===== src/rtl/bxu_pkg.sv =====
// BXU sequencer shared definitions: opcodes, FSM states, instruction fields.
package bxu_pkg;

   localparam logic [3:0] OP_NOP  = 4'b0000;
   localparam logic [3:0] OP_IN   = 4'b1011;
   localparam logic [3:0] OP_OUT  = 4'b0011;
   localparam logic [3:0] OP_JMP  = 4'b0101;
   localparam logic [3:0] OP_HALT = 4'b1111;

   localparam int OPC_LSB       = 0;
   localparam int OPC_W         = 4;
   localparam int OPND_LSB      = 4;
   localparam int OPND_W        = 12;
   localparam int OUT_SRC_D_BIT = 9;

   typedef enum logic [2:0] {
      S_FETCH,
      S_EXEC,
      S_WAIT_RX,
      S_WAIT_TX,
      S_HALT
   } state_t;

endpackage


===== src/rtl/bxu_sequencer.sv =====
// BXU fetch/execute controller between program ROM and UART RX/TX streams.
// Optional BXU_SEQ_STEP_EN adds a step input for single-instruction debug.
module bxu_sequencer
   import bxu_pkg::*;
#(
   parameter int DATA_BITWIDTH = 16,
   parameter int ADDR_BITWIDTH = 16,
   parameter int PROG_LEN      = 4
) (
   input  logic                     clk,
   input  logic                     rst,
   input  logic                     run_en,
`ifdef BXU_SEQ_STEP_EN
   input  logic                     step,
`endif
   output logic [ADDR_BITWIDTH-1:0] rom_addr,
   input  logic [DATA_BITWIDTH-1:0] rom_data,
   input  logic [7:0]               rx_data,
   input  logic                     rx_valid,
   output logic                     rx_ready,
   output logic [7:0]               tx_data,
   output logic                     tx_valid,
   input  logic                     tx_ready,
   output logic [7:0]               d_reg,
   output logic                     halted,
   output logic                     ill_op
);

   localparam logic [OPND_W-1:0] LEN_OPND = OPND_W'(PROG_LEN);
   localparam logic [ADDR_BITWIDTH-1:0] PC_LAST = ADDR_BITWIDTH'(PROG_LEN - 1);

   state_t                     state;
   logic [ADDR_BITWIDTH-1:0]   pc;
   logic [DATA_BITWIDTH-1:0]   ir;

   logic [OPC_W-1:0]           opc;
   logic [OPND_W-1:0]          opnd;
   logic [OPND_W-1:0]          jmp_mod;
   logic [ADDR_BITWIDTH-1:0]   pc_inc;
   logic [7:0]                 out_byte;
   logic                       fetch_go;
   logic                       is_in;
   logic                       is_out;
   logic                       is_jmp;
   logic                       is_halt;
   logic                       is_ill;

`ifdef BXU_SEQ_STEP_EN
   assign fetch_go = run_en & step;
`else
   assign fetch_go = run_en;
`endif

   assign opc      = ir[OPC_LSB +: OPC_W];
   assign opnd     = ir[OPND_LSB +: OPND_W];
   assign jmp_mod  = opnd % LEN_OPND;
   assign pc_inc   = (pc == PC_LAST) ? '0 : pc + ADDR_BITWIDTH'(1);
   assign out_byte = opnd[OUT_SRC_D_BIT] ? d_reg : opnd[7:0];

   assign rom_addr = pc;
   assign rx_ready = (state == S_WAIT_RX);

   always_comb begin
      is_in   = 1'b0;
      is_out  = 1'b0;
      is_jmp  = 1'b0;
      is_halt = 1'b0;
      is_ill  = 1'b0;
      unique case (opc)
         OP_NOP:  ;
         OP_IN:   is_in   = 1'b1;
         OP_OUT:  is_out  = 1'b1;
         OP_JMP:  is_jmp  = 1'b1;
         OP_HALT: is_halt = 1'b1;
         default: is_ill  = 1'b1;
      endcase
   end

   always_ff @(posedge clk) begin
      if (rst) begin
         state    <= S_FETCH;
         pc       <= '0;
         ir       <= '0;
         d_reg    <= 8'h00;
         tx_data  <= 8'h00;
         tx_valid <= 1'b0;
         halted   <= 1'b0;
         ill_op   <= 1'b0;
      end else begin
         ill_op <= 1'b0;
         unique case (state)
            S_FETCH: begin
               if (fetch_go) begin
                  ir    <= rom_data;
                  state <= S_EXEC;
               end
            end
            S_EXEC: begin
               if (is_in) begin
                  state <= S_WAIT_RX;
               end else if (is_out) begin
                  tx_data  <= out_byte;
                  tx_valid <= 1'b1;
                  state    <= S_WAIT_TX;
               end else if (is_jmp) begin
                  pc    <= ADDR_BITWIDTH'(jmp_mod);
                  state <= S_FETCH;
               end else if (is_halt) begin
                  halted <= 1'b1;
                  state  <= S_HALT;
               end else begin
                  // NOP and undefined opcodes both just advance
                  ill_op <= is_ill;
                  pc     <= pc_inc;
                  state  <= S_FETCH;
               end
            end
            S_WAIT_RX: begin
               if (rx_valid) begin
                  d_reg <= rx_data;
                  pc    <= pc_inc;
                  state <= S_FETCH;
               end
            end
            S_WAIT_TX: begin
               if (tx_ready) begin
                  tx_valid <= 1'b0;
                  pc       <= pc_inc;
                  state    <= S_FETCH;
               end
            end
            S_HALT: begin
               state <= S_HALT;
            end
            default: begin
               state <= S_FETCH;
            end
         endcase
      end
   end

endmodule


===== config.mk =====
export PLATFORM = sky130hd
export DESIGN_NAME = bxu_sequencer
export DESIGN_NICKNAME = d
export VERILOG_FILES = /design/src/rtl/bxu_pkg.sv /design/src/rtl/bxu_sequencer.sv
export SDC_FILE = /design/constraint.sdc
export NUM_CORES = 1
export LEC_CHECK = 0
export BUFFER_PORTS_ARGS = -buffer_cell sky130_fd_sc_hd__buf_4
export CAP_MARGIN = 20
export CORE_ASPECT_RATIO = 1.5
export CORE_MARGIN = 3
export CORE_UTILIZATION = 45
export DETAILED_ROUTE_END_ITERATION = 7
export PLACE_DENSITY_LB_ADDON = 0.05
export RECOVER_POWER = 100
export SETUP_SLACK_MARGIN = 0.4
export SYNTH_ARGS = -nofsm -noshare
export SYNTH_HDL_FRONTEND = slang
export SYNTH_SLANG_ARGS = --single-unit

===== constraint.sdc =====
create_clock -name clk -period 2.2 [get_ports clk]
set_input_delay 0.44 -clock clk [delete_from_list [all_inputs] [get_ports clk]]
set_output_delay 0.44 -clock clk [all_outputs]
set_load 0.01 [all_outputs]

==> qor.csv <==
metric,value,unit
Total Routing Usage GR,0.203,
"top cells by area, synth","dfxtp_1 (42%), nand2_1 (8.1%), a21oi_1 (7.6%), a211oi_1 (3.7%), mux2i_1 (3.3%)",
Finished Layout Cells,430,
total CTS buffers,5,
final setup TNS,0,ps
Synth top area share,0.418,
Yosys warnings,0,
vias in the first global route,2156,
Post-DRT Antenna Nets,0,
Final Hold Viols,0,
total gr overflow,0,
CTS H-Tree Depth,2,
"flops & latches, synth",51,
Rel. slew slack,0.552,
mapped cell area,2440,sq um
maximum vdd drop,475,uV
post-synthesis to final-layout area growth,28.8,%
max cap viols,0,
Boundary Pins,65,
final-layout fill cell count,542,
Max Slew Vio Count,0,
worst-path maximum fanout,23,
vias per inst,5.50,
fmax,549,MHz
hold depth,3,
initial antenna violation count,0,
CTS root buf,clkbuf_8,
drt pass-1 iters,4,
Die X-Extent,66.2,um
depth of the worst register-to-register path,6,
largest net degree at the start of global routing,55,
via count of the routed design,2367,
Startpoint Class,flop,
number of antenna diodes,0,
nets@finish,391,
sequential area share after synthesis,0.418,
cts hold-fix bufs,0,
register-to-register setup slack,380,ps
Worst Tran Pin Value,672,ps
leading area contributor after synthesis,dfxtp_1,
Num Clock Sinks,51,
Max Clock Skew,6.42,ps
max reg flops,16,
Synth Instances,295,
Routability Congestion,0.798,
synthesized net count,325,
Power Density,641,nW/um^2
minimum clock period,1820,ps
pre-CTS setup slack,170,ps
Setup WS post-layout,378,ps
core area,5200,sq um
unrepaired setup endpoints after global routing,yes,
Tightest Hold Check Type,in2reg,
CP endpoint kind,flop,
CP Class,reg2reg,
clk_lat worst skew,300,ps
DRC viols,0,
worst-case clock buffer depth,2,
P_leak,1.09,nW
asr flop ratio synth,0,
IO Port Bufs,61,
Std-Cell Rows,32,
final setup vio count,0,
top_reg_cell synth,dfxtp_1,
CTS tree,yes,
layout cells sized above 1,0.235,
library cells used by synthesis,48,
drt total wl,6.41,mm
Clock Pin Slew Worst Setup and Hold Paths,90,ps
starting density of the core,0.469,
DR WL/cell,14.9,um
fraction of the cycle the final worst path needs,0.828,
"EDFF count, synth",0,
Cell Count Post-Placement,415,
die area,6370,sq um
outcome,completed,
mean post-synth cell area,8.28,sq um
Detailed Route Iter0 Violations,157,
chip height,96.2,um
HPWL after detailed placement,4.53,mm
first-pass GRT wire length,10.2,mm
WP data arrival,2060,ps
Critical Path RT,2430,ps
[metal layers]
layer,vias to the layer above,global-route usage,routed length [um]
met2,49,0.355,3340
met5,-,0,0
met1,1097,0.247,2680
li1,1211,-,-
met3,10,0.0397,266
met4,0,0.0627,123
[Yosys cell counts (all sizes together), types with 4 or more instances]
| master | n |
|---|---|
| a2bb2oi | 5 |
| nor2 | 13 |
| nand4 | 6 |
| nand4b | 4 |
| nor4 | 4 |
| or4 | 6 |
| and4 | 4 |
| mux2i | 8 |
| nand2 | 53 |
| a211oi | 12 |
| o21ai | 5 |
| nor3 | 9 |
| nor3b | 4 |
| buf | 11 |
| nand3 | 15 |
| a21oi | 37 |
| clkbuf | 12 |
| dfxtp | 51 |
[power by group]
part / leakage, nW / internal [mW] / switching [mW]
Sequential: 0.416 / 0.964 / 0.0507
Clock: 0.0600 / 0.329 / 0.312
Combinational: 0.619 / 0.174 / 0.187
[cells in the final DEF (no fill, tap or decap), drive strengths merged, types with 2 or more instances in the layout]
cell type,count
a211oi,12
a21oi,37
a221oi,2
a2bb2oi,5
a31oi,2
and2,2
and3,2
and4,4
buf,50
clkbuf,39
dfxtp,51
inv,3
mux2i,8
nand2,53
nand2b,2
nand3,15
nand3b,3
nand4,6
nand4b,4
nor2,13
nor2b,3
nor3,9
nor3b,4
nor4,4
nor4b,3
o21ai,5
o22a,2
o22ai,2
o41ai,3
or2,2
or4,6
[logic make-up after synthesis]
kind of cell	share of synthesized area
mux	0.0328
fa+ha+maj	0.00512
xor+xnor	0.00359
compound gates	0.183
flops	0.418
buf+inv	0.0528
simple gates	0.304
[critical path, stage by stage (launching register included)]
cell	delay (ps)
dfxtp_4	410
nor3b_4	250
and2_4	180
o22ai_1	100
buf_12	180
or4_1	460
a31oi_1	170
[repair_timing]
item | 4_1_cts | 5_1_grt
pin swaps | 4 | 3
buffers inserted | 3 | 4
gates cloned | 0 | 0
resized for setup | 10 | 22
endpoints found under the setup margin | 21 | 23
[worst paths after layout]
check	from	endpoint
worst min register to register	ir[6]$_SDFFE_PP0P_	ir[6]$_SDFFE_PP0P_
worst max register to register	state[1]$_SDFFE_PP0P_	rom_addr[5]$_SDFFE_PP0P_
worst min-delay path	rx_data[7]	d_reg[7]$_SDFFE_PP0P_
worst max-delay path	state[1]$_SDFFE_PP0P_	rom_addr[5]$_SDFFE_PP0P_
[cell type report]
cell class                      count  area [sq um]  share of cell area
Clock buffer                        7           108              0.0342
Inverter                            2          7.51             0.00239
Timing Repair Buffer               82           523               0.166
Sequential cell                    51          1030               0.329
Tap cell                           68          85.1              0.0270
Clock inverter                      1          8.76             0.00278
Multi-Input combinational cell    219          1380               0.439
[per-stage QoR]
| step | area [sq um] | total power, mW | hold slack [ps] | utilization |
|---|---|---|---|---|
| floorplan | 2480 | 1.25 | 436 | - |
| global placement | 3010 | 1.36 | 441 | 0.578 |
| detailed placement | 3010 | 1.37 | 447 | 0.578 |
| CTS | 3170 | 2.03 | 364 | 0.610 |
| global route | 3150 | 2.13 | 366 | 0.604 |
| finish | 3150 | 2.02 | 372 | 0.604 |
Note: power is estimated with default switching activity, not from simulation.
